## src/rtl/dvfs_transition_sequencer_if.sv

```systemverilog
// Handshake bundle between the DVFS policy controller / voltage regulator side and the
// DVFS transition sequencer.
//
// Signals:
//   req_valid, req_level   policy -> sequencer: new operating level request
//   req_ready              sequencer -> policy: request can be accepted this cycle
//   cur_level              committed operating level
//   freq_div, freq_upd     divider ratio and its one-cycle update strobe
//   vreg_req, vreg_level   regulator request and target voltage code
//   vreg_ack               regulator -> sequencer: single-cycle done pulse
//   busy                   transition in progress
//   err_timeout, err_clr   sticky regulator-timeout flag and its clear
//
// Modports: master = policy/regulator side, slave = sequencer.
// NUM_LEVELS must match the sequencer instance it is connected to.
interface dvfs_transition_sequencer_if #(
    parameter int unsigned NUM_LEVELS = 4
);
    localparam int unsigned LevelW = (NUM_LEVELS > 1) ? $clog2(NUM_LEVELS) : 1;
    localparam int unsigned DivW   = NUM_LEVELS;

    logic              req_valid;
    logic [LevelW-1:0] req_level;
    logic              req_ready;
    logic [LevelW-1:0] cur_level;
    logic [DivW-1:0]   freq_div;
    logic              freq_upd;
    logic              vreg_req;
    logic [LevelW-1:0] vreg_level;
    logic              vreg_ack;
    logic              busy;
    logic              err_timeout;
    logic              err_clr;

    modport master (
        output req_valid,
        output req_level,
        output vreg_ack,
        output err_clr,
        input  req_ready,
        input  cur_level,
        input  freq_div,
        input  freq_upd,
        input  vreg_req,
        input  vreg_level,
        input  busy,
        input  err_timeout
    );

    modport slave (
        input  req_valid,
        input  req_level,
        input  vreg_ack,
        input  err_clr,
        output req_ready,
        output cur_level,
        output freq_div,
        output freq_upd,
        output vreg_req,
        output vreg_level,
        output busy,
        output err_timeout
    );
endinterface

```

## src/rtl/dvfs_transition_sequencer.sv

```systemverilog
// DVFS transition sequencer.
//
// Orders operating-point changes so the core never runs faster than its supply allows:
// speed-ups raise the voltage first and then the frequency, slow-downs lower the frequency
// first and then the voltage. Every divider update is followed by a settle window, and every
// regulator handshake is bounded by a timeout that sets a sticky error flag.
//
// Ports:
//   clk    system clock
//   rst_n  asynchronous active-low reset
//   bus    dvfs_transition_sequencer_if.slave (request, divider, regulator, status signals)
module dvfs_transition_sequencer #(
    parameter int unsigned NUM_LEVELS    = 4,
    parameter int unsigned SETTLE_CYCLES = 64,
    parameter int unsigned VREG_TIMEOUT  = 1024
) (
    input  logic                           clk,
    input  logic                           rst_n,
    dvfs_transition_sequencer_if.slave     bus
);
    localparam int unsigned LevelW  = (NUM_LEVELS > 1) ? $clog2(NUM_LEVELS) : 1;
    localparam int unsigned DivW    = NUM_LEVELS;
    localparam int unsigned SettleW = $clog2(SETTLE_CYCLES + 1);
    localparam int unsigned ToW     = $clog2(VREG_TIMEOUT + 1);

    localparam logic [LevelW-1:0]  ResetLevel = LevelW'(1);
    localparam logic [LevelW-1:0]  MaxLevel   = LevelW'(NUM_LEVELS - 1);
    // Divider ratio of the reset level (level 1).
    localparam logic [DivW-1:0]    ResetDiv   = DivW'(1) << (NUM_LEVELS - 2);
    localparam logic [SettleW-1:0] SettleLoad = SettleW'(SETTLE_CYCLES);
    localparam logic [ToW-1:0]     ToTerm     = ToW'(VREG_TIMEOUT);

    typedef enum logic [2:0] {
        StIdle,
        StVUp,
        StFSet,
        StSettle,
        StVDn
    } state_e;

    state_e              state_q, state_d;
    logic [LevelW-1:0]   tgt_q, tgt_d;
    logic                up_q, up_d;
    logic [LevelW-1:0]   cur_q, cur_d;
    logic [DivW-1:0]     div_q, div_d;
    logic [LevelW-1:0]   vlev_q, vlev_d;
    logic [SettleW-1:0]  settle_q, settle_d;
    logic [ToW-1:0]      to_q, to_d;
    logic                err_q, err_d;

    logic [LevelW-1:0]   req_tgt;
    logic [ToW-1:0]      to_inc;
    logic                to_expire;
    logic                timeout_hit;

    function automatic logic [DivW-1:0] level_to_div(input logic [LevelW-1:0] lvl);
        return DivW'(1) << (MaxLevel - lvl);
    endfunction

    // Out-of-range levels only exist when NUM_LEVELS is not a power of two.
    assign req_tgt = (32'(bus.req_level) >= NUM_LEVELS) ? MaxLevel : bus.req_level;

    // Saturating timeout count; expiry is the cycle the count would reach VREG_TIMEOUT.
    assign to_inc    = (to_q == ToTerm) ? to_q : to_q + ToW'(1);
    assign to_expire = (to_inc == ToTerm);

    always_comb begin
        state_d     = state_q;
        tgt_d       = tgt_q;
        up_d        = up_q;
        cur_d       = cur_q;
        div_d       = div_q;
        vlev_d      = vlev_q;
        settle_d    = settle_q;
        to_d        = to_q;
        err_d       = err_q;
        timeout_hit = 1'b0;

        unique case (state_q)
            StIdle: begin
                if (bus.req_valid) begin
                    tgt_d = req_tgt;
                    if (req_tgt > cur_q) begin
                        up_d    = 1'b1;
                        vlev_d  = req_tgt;
                        to_d    = '0;
                        state_d = StVUp;
                    end else if (req_tgt < cur_q) begin
                        up_d    = 1'b0;
                        // New ratio is registered on entry so it is valid while freq_upd is high.
                        div_d   = level_to_div(req_tgt);
                        state_d = StFSet;
                    end
                end
            end

            StVUp: begin
                // Ack wins over a timeout expiring in the same cycle.
                if (bus.vreg_ack) begin
                    div_d   = level_to_div(tgt_q);
                    state_d = StFSet;
                end else if (to_expire) begin
                    timeout_hit = 1'b1;
                    vlev_d      = cur_q;
                    to_d        = to_inc;
                    state_d     = StIdle;
                end else begin
                    to_d = to_inc;
                end
            end

            StFSet: begin
                settle_d = SettleLoad;
                state_d  = StSettle;
            end

            StSettle: begin
                if (settle_q <= SettleW'(1)) begin
                    settle_d = '0;
                    if (up_q) begin
                        cur_d   = tgt_q;
                        state_d = StIdle;
                    end else begin
                        vlev_d  = tgt_q;
                        to_d    = '0;
                        state_d = StVDn;
                    end
                end else begin
                    settle_d = settle_q - SettleW'(1);
                end
            end

            StVDn: begin
                if (bus.vreg_ack) begin
                    cur_d   = tgt_q;
                    state_d = StIdle;
                end else if (to_expire) begin
                    // Frequency is already low, so committing the level is safe; the supply
                    // code falls back to the level the regulator was last known to hold.
                    timeout_hit = 1'b1;
                    cur_d       = tgt_q;
                    vlev_d      = cur_q;
                    to_d        = to_inc;
                    state_d     = StIdle;
                end else begin
                    to_d = to_inc;
                end
            end

            default: state_d = StIdle;
        endcase

        // Set has priority over a simultaneous clear.
        if (bus.err_clr) begin
            err_d = 1'b0;
        end
        if (timeout_hit) begin
            err_d = 1'b1;
        end
    end

    always_ff @(posedge clk or negedge rst_n) begin
        if (!rst_n) begin
            state_q  <= StIdle;
            tgt_q    <= ResetLevel;
            up_q     <= 1'b0;
            cur_q    <= ResetLevel;
            div_q    <= ResetDiv;
            vlev_q   <= ResetLevel;
            settle_q <= '0;
            to_q     <= '0;
            err_q    <= 1'b0;
        end else begin
            state_q  <= state_d;
            tgt_q    <= tgt_d;
            up_q     <= up_d;
            cur_q    <= cur_d;
            div_q    <= div_d;
            vlev_q   <= vlev_d;
            settle_q <= settle_d;
            to_q     <= to_d;
            err_q    <= err_d;
        end
    end

    assign bus.req_ready   = (state_q == StIdle);
    assign bus.busy        = (state_q != StIdle);
    assign bus.vreg_req    = (state_q == StVUp) || (state_q == StVDn);
    assign bus.freq_upd    = (state_q == StFSet);
    assign bus.cur_level   = cur_q;
    assign bus.freq_div    = div_q;
    assign bus.vreg_level  = vlev_q;
    assign bus.err_timeout = err_q;
endmodule

```

## src/flat_wrapper.sv

```systemverilog
// flat-port wrapper written by rule: the top's interface ports become plain ports
module dvfs_transition_sequencer_flat 
#(
    parameter int unsigned NUM_LEVELS    = 4,
    parameter int unsigned SETTLE_CYCLES = 64,
    parameter int unsigned VREG_TIMEOUT  = 1024
)
  (clk, rst_n, bus_req_valid, bus_req_level, bus_vreg_ack, bus_err_clr, bus_req_ready, bus_cur_level, bus_freq_div, bus_freq_upd, bus_vreg_req, bus_vreg_level, bus_busy, bus_err_timeout);
  dvfs_transition_sequencer_if #(.NUM_LEVELS(NUM_LEVELS)) bus_i ();
  input  logic clk;
  input  logic rst_n;
  input wire logic [$bits(bus_i.req_valid)-1:0] bus_req_valid;
  input wire logic [$bits(bus_i.req_level)-1:0] bus_req_level;
  input wire logic [$bits(bus_i.vreg_ack)-1:0] bus_vreg_ack;
  input wire logic [$bits(bus_i.err_clr)-1:0] bus_err_clr;
  output wire logic [$bits(bus_i.req_ready)-1:0] bus_req_ready;
  output wire logic [$bits(bus_i.cur_level)-1:0] bus_cur_level;
  output wire logic [$bits(bus_i.freq_div)-1:0] bus_freq_div;
  output wire logic [$bits(bus_i.freq_upd)-1:0] bus_freq_upd;
  output wire logic [$bits(bus_i.vreg_req)-1:0] bus_vreg_req;
  output wire logic [$bits(bus_i.vreg_level)-1:0] bus_vreg_level;
  output wire logic [$bits(bus_i.busy)-1:0] bus_busy;
  output wire logic [$bits(bus_i.err_timeout)-1:0] bus_err_timeout;
  assign bus_i.req_valid = bus_req_valid;
  assign bus_i.req_level = bus_req_level;
  assign bus_i.vreg_ack = bus_vreg_ack;
  assign bus_i.err_clr = bus_err_clr;
  assign bus_req_ready = bus_i.req_ready;
  assign bus_cur_level = bus_i.cur_level;
  assign bus_freq_div = bus_i.freq_div;
  assign bus_freq_upd = bus_i.freq_upd;
  assign bus_vreg_req = bus_i.vreg_req;
  assign bus_vreg_level = bus_i.vreg_level;
  assign bus_busy = bus_i.busy;
  assign bus_err_timeout = bus_i.err_timeout;
  dvfs_transition_sequencer #(.NUM_LEVELS(NUM_LEVELS), .SETTLE_CYCLES(SETTLE_CYCLES), .VREG_TIMEOUT(VREG_TIMEOUT)) u_core (.clk(clk), .rst_n(rst_n), .bus(bus_i));
endmodule
```

## config.mk

```make
export PLATFORM = sky130hd
export DESIGN_NAME = dvfs_transition_sequencer_flat
export DESIGN_NICKNAME = d
export VERILOG_FILES = /design/src/rtl/dvfs_transition_sequencer_if.sv /design/src/rtl/dvfs_transition_sequencer.sv /design/src/flat_wrapper.sv
export SDC_FILE = /design/constraint.sdc
export NUM_CORES = 1
export LEC_CHECK = 0
export CORE_ASPECT_RATIO = 1.2
export CORE_MARGIN = 2
export CORE_UTILIZATION = 50
export DETAILED_ROUTE_END_ITERATION = 12
export PLACE_DENSITY = 0.77
export SLEW_MARGIN = 20
export SYNTH_ARGS = -nofsm -noshare
export SYNTH_HDL_FRONTEND = slang
export SYNTH_SLANG_ARGS = --single-unit
```

## constraint.sdc

```tcl
create_clock -name clk -period 7.53 [get_ports clk]
set_clock_uncertainty 0.05 [all_clocks]
set_input_delay 1.506 -clock clk [delete_from_list [all_inputs] [get_ports clk]]
set_output_delay 1.506 -clock clk [all_outputs]
set_load 0.01 [all_outputs]
```

==> flow_metrics.tcl, run 1 <==
set metrics [dict create \
    postCtsResizedCells 0 \
    finalSetupTns_ns 0 \
    vias 1804 \
    synth_edf_count 0 \
    cts-root-buf "clkbuf_8" \
    nFillCells 366 \
    status "completed" \
    portBuffers 19 \
    endpoint "bus_vreg_req" \
    regArea_um2 830.8 \
    place_hpwl_um 3215 \
    post_cts_buffers 0 \
    grt_pass1_wl_um 7741 \
    max-vdd-ir-drop_uv 190.0 \
    grt_max_degree 34 \
    finalWeightedCongestion 0.8439 \
    synth-warning-count 0 \
    cts_sinks 33 \
    crit_path_start_kind "register" \
    drv_slew 0 \
    stdcell_area_um2 2469 \
    min-delay-path-class "register to register" \
    die_y_um 77.19 \
    clk_latency_ns 0.29 \
    rsz0062_at_grt "false" \
    post-route-period-util 0.5248 \
    rows 26 \
    async_flop_share 1.000 \
    start_util 0.5238 \
    clk_pin_slew_ns 0.07 \
    syn_inst 244 \
    synth_flop_cell "dfrtp_1" \
    dr.first_iter.drc_count 83 \
    period_needed_ns 3.952 \
    cp.required_ns 5.97 \
    drt_wl_total_um 4549 \
    crit_type "register to output port" \
    arrival_ns 2.40 \
    synth.yosys.seq_area_share 0.3722 \
    synthTopCellsByArea "dfrtp_1, o21ai_0, dfstp_2" \
    endpoint_kind "output port" \
    syn_area_per_cell_um2 9.148 \
    power_per_cell_area_nw_per_um2 325.2 \
    cts_buffers 5 \
    via_per_inst 5.764 \
    drive_above_1_share 0.1206 \
    setup_slack_ns 3.578 \
    coreArea_um2 4262 \
    synth.cell_area_um2 2232 \
    drc_errors 0 \
    track_usage 0.1996 \
    firstDrtPassIters 4 \
    setup_viol 0 \
    syn_to_final_growth_pct 10.59 \
    placed_cell_area_um2 2352 \
    dpl_worst_slack_ns 3.557 \
    die-area_um2 5017 \
    leakage_nw 0.9905 \
    netlist.area_leader.share 0.3251 \
    h-tree-depth 2 \
    rrSetupSlack_ns 4.76 \
    layout.nets 269 \
    path_max_fanout 22 \
    maxCapViolations 0 \
    r2r_cells 6 \
    crit_start "u_core.state_q[0]" \
    max_freq_ghz 0.2530 \
    syn_nets 257 \
    r2r-start "u_core.state_q[0]" \
    grt_overflow_total 0 \
    r2r-end "u_core.bus.vreg_level[1]" \
    wl_per_cell_um 14.53 \
    maxSlewHeadroom 0.5745 \
    ys_ff_latch 33 \
    ctsLongestPathBuffers 2 \
    io_pins 20 \
    worstMarginPinSlew_ns 0.6383 \
    final_hold_viol_count 0 \
    die_width_um 65.00 \
    ctsHoldBuffers 0 \
    synth_cell_types 55 \
    ant_nets 0 \
    antennaDiodeCount 0 \
    multi_input_comb_area_um2 1205 \
    total_power_mw 0.8029 \
    cts_tree "yes" \
    grt_pass1_vias 1654 \
    synth_top_area_cell "dfrtp_1" \
    antenna_found_initial 0 \
]
## cells in the mapped netlist, types with 2 or more instances
| master | n |
|---|---|
| inv_1 | 12 |
| nand3b_1 | 4 |
| and2_1 | 3 |
| ha_1 | 6 |
| buf_2 | 3 |
| o31ai_1 | 8 |
| o22ai_1 | 3 |
| nand2_1 | 24 |
| a21oi_1 | 3 |
| nand2b_1 | 4 |
| buf_4 | 2 |
| mux2_2 | 3 |
| nor2b_1 | 6 |
| o21bai_1 | 2 |
| nor3_1 | 6 |
| dfstp_2 | 4 |
| nand4_1 | 6 |
| a31oi_1 | 2 |
| o41ai_1 | 4 |
| nand3_1 | 12 |
| buf_6 | 4 |
| clkbuf_8 | 5 |
| mux2_1 | 2 |
| nor2_1 | 19 |
| o21ai_0 | 29 |
| or3_1 | 3 |
| a22oi_4 | 2 |
| xnor2_1 | 4 |
| and3_2 | 2 |
| nand4_4 | 2 |
| a21boi_0 | 2 |
| and2b_2 | 2 |
| dfrtp_1 | 29 |
## cells in the final DEF (no fill, tap or decap), types with 4 or more instances in the layout
master and count:
clkbuf_8 6, clkdlybuf4s50_1 19, dfrtp_1 29, dfstp_2 4, ha_1 6, inv_1 12, nand2_1 24, nand2b_1 4
nand3_1 12, nand3b_1 4, nand4_1 6, nor2_1 19, nor2b_1 6, nor3_1 6, o21ai_0 29, o31ai_1 8
o41ai_1 4, xnor2_1 4
## sequential cells by signal, summed over array words and instances (netlist names)
register / count
u_core.bus.err_timeout: 1
u_core.bus.freq_div: 4
u_core.bus.vreg_level: 2
u_core.bus.cur_level: 2
u_core.up_q: 1
u_core.tgt_q: 2
u_core.to_q: 11
u_core.settle_q: 7
u_core.state_q: 3
## per-stage QoR
stage / util / cells / hold slack, ns
6_report: 0.5793 / 313 / 0.4335
5_1_grt: 0.5793 / 313 / 0.4609
4_1_cts: 0.5793 / 313 / 0.4385
3_5_place_dp: 0.5520 / 305 / 0.4199
3_3_place_gp: 0.5520 / 305 / 0.4127
2_1_floorplan: - / 244 / 0.3912
## worst min path at each step
stage                            from                      to  slack (ns)  cells past startpoint
4_1_cts        u_core.bus.freq_div[0]  u_core.bus.freq_div[0]        0.44                      2
3_3_place_gp       u_core.settle_q[6]      u_core.settle_q[6]        0.41                      2
3_5_place_dp   u_core.bus.freq_div[0]  u_core.bus.freq_div[0]        0.42                      2
6_report           u_core.settle_q[6]      u_core.settle_q[6]        0.43                      2
2_1_floorplan      u_core.settle_q[6]      u_core.settle_q[6]        0.39                      2
5_1_grt        u_core.bus.freq_div[0]  u_core.bus.freq_div[0]        0.46                      2
## kinds of logic (layout without fill, tap and decap cells)
| group | count (synthesis) | count (layout) | synth area share |
|---|---|---|---|
| XOR/XNOR | 5 | 5 | 0.01962 |
| flip-flops | 33 | 33 | 0.3722 |
| AND/OR/NAND/NOR | 101 | 101 | 0.2562 |
| multiplexers | 6 | 6 | 0.02971 |
| buffers and inverters | 28 | 41 | 0.08800 |
| adder cells (fa/ha/maj) | 6 | 6 | 0.03363 |
| AO/OA/AOI/OAI | 65 | 65 | 0.2007 |
## critical path, stage by stage (launching register included)
cell	delay [ns]
dfrtp_1	0.75
xnor2_1	0.20
or2_2	0.26
clkinv_1	0.32
clkdlybuf4s50_1	0.58
## power by group
part | leakage (nW) | internal [mW] | switching [mW]
logic | 0.515 | 0.157 | 0.174
registers | 0.417 | 0.237 | 0.0601
clock network | 0.0585 | 0.108 | 0.0673
## routing by layer
layer,track usage,vias up,share of wire
met2,0.3206,40,0.49
met5,0,-,0
met3,0.04399,4,0.046
li1,-,904,-
met4,0.07660,0,0.016
met1,0.2604,856,0.45
## layout make-up
cell class,instances,share of cell area
clock inverters,1,0.01216
inverters,13,0.01977
flip-flops and latches,33,0.3365
clock buffers,7,0.03497
well taps,56,0.02838
repair buffers,20,0.08008
multi-input cells,183,0.4881
(Power assumes the default switching activity.)
==> run 2: changes to the inputs <==
--- a/config.mk
+++ b/config.mk
@@ -9,7 +9,7 @@
 export CORE_MARGIN = 2
 export CORE_UTILIZATION = 50
 export DETAILED_ROUTE_END_ITERATION = 12
-export PLACE_DENSITY = 0.77
+export PLACE_DENSITY = 0.8
 export SLEW_MARGIN = 20
 export SYNTH_ARGS = -nofsm -noshare
 export SYNTH_HDL_FRONTEND = slang
==> constraint.sdc (replaced) <==
create_clock -name clk -period 3.3 [get_ports clk]
set_clock_uncertainty 0.05 [all_clocks]
set_input_delay 0.66 -clock clk [delete_from_list [all_inputs] [get_ports clk]]
set_output_delay 0.66 -clock clk [all_outputs]
set_load 0.01 [all_outputs]
==> flow_metrics.tcl, run 2 (synthesis results as in run 1) <==
set metrics [dict create \
    status "completed" \
    maxSlewHeadroom 0.6145 \
    final_cells 315 \
    finalWeightedCongestion 0.8838 \
    crit_path_start_kind "register" \
    ctsHoldBuffers 0 \
    layout_common_cells "o21ai_0, dfrtp_1, nand2_1, nor2_1, clkdlybuf4s50_1" \
    path_max_fanout 13 \
    postCtsResizedCells 0 \
    antenna_found_initial 0 \
    grt_pass1_vias 1808 \
    setup_viol 0 \
    finalSetupTns_ns 0 \
    syn_to_final_growth_pct 11.44 \
    power_per_cell_area_nw_per_um2 738.6 \
    total_power_mw 1.837 \
    drv_slew 0 \
    seqPwrFrac 0.358 \
    max-vdd-ir-drop_uv 483.6 \
    die-area_um2 5017 \
    ctsLongestPathBuffers 2 \
    p_sw_frac 0.3719 \
    period_needed_ns 2.963 \
    top_register "u_core.to_q" \
    wl_per_cell_um 14.33 \
    largest_reg_flops 11 \
    coreArea_um2 4262 \
    stdcell_area_um2 2487 \
    rsz0062_at_grt "false" \
    crit_type "register to output port" \
    final_hold_viol_count 0 \
    grt_overflow_total 0 \
    multi_input_comb_area_um2 1205 \
    maxCapViolations 0 \
    io_pins 20 \
    grt_max_degree 34 \
    drive_above_1_share 0.1313 \
    grt_pass1_wl_um 7997 \
    arrival_ns 2.25 \
    cts_sinks 33 \
    power.internal_mw 1.154 \
    post-route-period-util 0.8977 \
    dp.cells 307 \
    clk_pin_slew_ns 0.07 \
    leakage_nw 0.9981 \
    holdWs_ns 0.4306 \
    cts_buffers 5 \
    rows 26 \
    combPwrFrac 0.425 \
    portBuffers 19 \
    cp.required_ns 2.59 \
    netSwitchingPower_mw 0.6832 \
    cts-root-buf "clkbuf_8" \
    dr.first_iter.drc_count 121 \
    endpoint_kind "output port" \
    drc_errors 0 \
    place_hpwl_um 3229 \
    min-delay-path-class "register to register" \
    regArea_um2 830.8 \
    layout.nets 271 \
    placed_cell_area_um2 2367 \
    vias 1816 \
    firstDrtPassIters 4 \
    track_usage 0.1991 \
    start_util 0.5238 \
    max_freq_ghz 0.3375 \
    nFillCells 394 \
    post_cts_buffers 0 \
    h-tree-depth 2 \
    ant_nets 0 \
    antennaDiodeCount 0 \
    worstMarginPinSlew_ns 0.5771 \
    die_y_um 77.19 \
    cts_tree "yes" \
    die_width_um 65.00 \
    via_per_inst 5.765 \
    clk_latency_ns 0.29 \
    p_clk_frac 0.217 \
    drt_wl_total_um 4515 \
]
-- run 2: cell types whose count changed in the layout (fill, tap and decap cells not counted) --
| cell | change |
|---|---|
| buf_4 | +2 |
| clkbuf_1 | -1 |
| clkinvlp_4 | +1 |
-- run 2: worst max-delay path: stages (launching register included) --
cell	delay [ns]
dfrtp_1	0.61
xnor2_1	0.15
or2_2	0.39
clkinv_1	0.22
clkdlybuf4s50_1	0.58
-- run 2: final cells by class --
| class | count | area share |
|---|---|---|
| clock inverters | 2 | 0.01509 |
| well taps | 56 | 0.02817 |
| repair buffers | 22 | 0.08551 |
| flip-flops and latches | 33 | 0.3340 |
| inverters | 13 | 0.01962 |
| clock buffers | 6 | 0.03320 |
| multi-input cells | 183 | 0.4844 |
-- run 2: metrics by stage --
stage               worst slack, ns  utilization
floorplan                    0.9248            -
global placement             0.5800       0.5555
detailed placement           0.5251       0.5555
CTS                          0.3289       0.5837
global route                 0.2207       0.5837
finish                       0.3375       0.5837
-- run 2: path summary, 6_finish.rpt --
check                                        from                 endpoint  slack, ns  cells after the start
hold reg to reg            u_core.bus.freq_div[2]   u_core.bus.freq_div[2]       0.43                      2
setup / recovery                u_core.state_q[2]             bus_vreg_req       0.34                      4
hold / removal             u_core.bus.freq_div[2]   u_core.bus.freq_div[2]       0.43                      2
max in group asynchronous                   rst_n  u_core.bus.cur_level[0]       2.14                      2
setup reg to reg                   u_core.to_q[0]  u_core.bus.cur_level[1]       0.65                      7
min in group asynchronous                   rst_n           u_core.to_q[8]       0.72                      2
-- run 2: power groups by stage --
| stage | clock, mW | combinational [mW] | sequential (mW) |
|---|---|---|---|
| 2_1_floorplan | 0 | 0.568 | 0.649 |
| 3_3_place_gp | 0 | 0.761 | 0.663 |
| 3_5_place_dp | 0 | 0.782 | 0.663 |
| 4_1_cts | 0.406 | 0.785 | 0.658 |
| 5_1_grt | 0.421 | 0.884 | 0.678 |
| 6_report | 0.399 | 0.781 | 0.657 |
-- run 2: routing by layer --
metal  vias to the layer above  share of wire  global-route usage
met3                        12          0.035             0.03666
met2                        39           0.50              0.3309
li1                        908              -                   -
met1                       857           0.44              0.2512
met5                         -              0                   0
met4                         0          0.023             0.08298
==> run 3: changes to the inputs <==
--- a/config.mk
+++ b/config.mk
@@ -5,11 +5,13 @@
 export SDC_FILE = /design/constraint.sdc
 export NUM_CORES = 1
 export LEC_CHECK = 0
+export CELL_PAD_IN_SITES_DETAIL_PLACEMENT = 0
+export CELL_PAD_IN_SITES_GLOBAL_PLACEMENT = 1
 export CORE_ASPECT_RATIO = 1.2
 export CORE_MARGIN = 2
-export CORE_UTILIZATION = 50
+export CORE_UTILIZATION = 40
 export DETAILED_ROUTE_END_ITERATION = 12
-export PLACE_DENSITY = 0.8
+export PLACE_DENSITY = 0.82
 export SLEW_MARGIN = 20
 export SYNTH_ARGS = -nofsm -noshare
 export SYNTH_HDL_FRONTEND = slang
==> flow_metrics.tcl, run 3 (synthesis results as in run 1) <==
set metrics [dict create \
    vias 1835 \
    finalSetupTns_ns 0 \
    final_cells 322 \
    dp.cells 314 \
    p_clk_frac 0.167 \
    clk_pin_slew_ns 0.06 \
    dr.first_iter.drc_count 130 \
    drt_wl_total_um 4606 \
    post_cts_buffers 0 \
    cts-root-buf "clkbuf_8" \
    crit_buf_inv 2 \
    crit_type "register to output port" \
    maxSlewHeadroom 0.5693 \
    wl_per_cell_um 14.30 \
    p_sw_frac 0.3889 \
    worstMarginPinSlew_ns 0.6448 \
    period_needed_ns 2.822 \
    cp.required_ns 2.59 \
    maxCapViolations 0 \
    netSwitchingPower_mw 0.6724 \
    top_register "u_core.to_q" \
    largest_reg_flops 11 \
    endpoint_kind "output port" \
    arrival_ns 2.11 \
    final_hold_viol_count 0 \
    place_hpwl_um 3255 \
    postCtsResizedCells 0 \
    io_pins 20 \
    placed_cell_area_um2 2382 \
    start_util 0.4185 \
    drc_errors 0 \
    drive_above_1_share 0.1308 \
    stdcell_area_um2 2465 \
    fin_util 0.4621 \
    seqPwrFrac 0.379 \
    layout_common_cells "o21ai_0, dfrtp_1, nand2_1, nor2_1, clkdlybuf4s50_1" \
    top_layer "met4" \
    wl_met3_um 104 \
    firstDrtPassIters 4 \
    cts_buffers 5 \
    leakage_nw 0.9911 \
    syn_to_final_growth_pct 10.43 \
    power_per_cell_area_nw_per_um2 701.4 \
    critPathTopFamily "buffers and inverters" \
    h-tree-depth 2 \
    power.internal_mw 1.056 \
    rows 29 \
    worstPathCellList "or2_2 -> clkinv_1 -> clkdlybuf4s50_1" \
    portBuffers 19 \
    rsz0062_at_grt "false" \
    ctsHoldBuffers 0 \
    clk_latency_ns 0.28 \
    status "completed" \
    max-vdd-ir-drop_uv 359.8 \
    finalWeightedCongestion 0.8078 \
    cts_tree "yes" \
    drv_slew 0 \
    grt_overflow_total 0 \
    setup_viol 0 \
    ctsLongestPathBuffers 2 \
    cts_sinks 33 \
    post-route-period-util 0.8552 \
    combPwrFrac 0.454 \
    cp_slowest_cell "clkdlybuf4s50_1" \
    layout.nets 272 \
    path_max_fanout 14 \
    die_width_um 72.20 \
    coreArea_um2 5334 \
    crit_path_start_kind "register" \
    grt_pass1_wl_um 7997 \
    holdWs_ns 0.4256 \
    die_y_um 85.83 \
    via_per_inst 5.699 \
    track_usage 0.1613 \
    grt_max_degree 34 \
    slowest_delay_ns 0.59 \
    antennaDiodeCount 0 \
    wl_met2_um 2234 \
    ant_nets 0 \
    grt_pass1_vias 1688 \
    min-delay-path-class "register to register" \
    max_freq_ghz 0.3543 \
    die-area_um2 6197 \
    antenna_found_initial 0 \
    wl_met1_um 2211 \
]
-- run 3: metal layers --
layer,vias to the layer above,track usage
met2,19,0.2677
met3,7,0.02938
met1,899,0.2116
li1,910,-
met4,0,0.05146
met5,-,0
-- run 3: final timing paths --
path	start	endpoint	slack (ns)	depth (start not counted)
worst max-delay path	u_core.state_q[1]	bus_vreg_req	0.48	3
worst min-delay path	u_core.settle_q[6]	u_core.settle_q[6]	0.43	2
worst max register to register	u_core.to_q[0]	u_core.bus.cur_level[1]	0.63	7
worst min register to register	u_core.settle_q[6]	u_core.settle_q[6]	0.43	2
max in group asynchronous	rst_n	u_core.bus.freq_div[2]	2.12	2
min in group asynchronous	rst_n	u_core.settle_q[2]	0.73	2
-- run 3: power by group through the flow --
stage                     registers (mW)  clock network (mW)  logic, mW
after detailed placement           0.658                   0      0.795
after global routing               0.676               0.324      0.893
final                              0.655               0.289      0.785
after floorplan                    0.649                   0      0.568
after global placement             0.660                   0      0.787
after CTS                          0.652               0.309      0.797
-- run 3: area by class of cell --
| class | count | area [um^2] |
|---|---|---|
| fillers | 523 | 2869 |
| multi-input cells | 183 | 1205 |
| flip-flops and latches | 33 | 830.8 |
| repair buffers | 23 | 220.2 |
| well taps | 62 | 77.57 |
| clock buffers | 6 | 72.57 |
| inverters | 13 | 48.80 |
| clock inverters | 2 | 10.01 |
-- run 3: worst min-delay path, stage by stage (launching register included) --
cell	delay, ns
dfrtp_1	0.33
nand2_1	0.05
o21ai_0	0.06
-- run 3: through the flow --
step / setup slack [ns] / power, mW
after global routing: 0.3745 / 1.894
after CTS: 0.4872 / 1.758
after floorplan: 0.9248 / 1.217
final: 0.4779 / 1.729
after global placement: 0.5538 / 1.446
after detailed placement: 0.5033 / 1.453
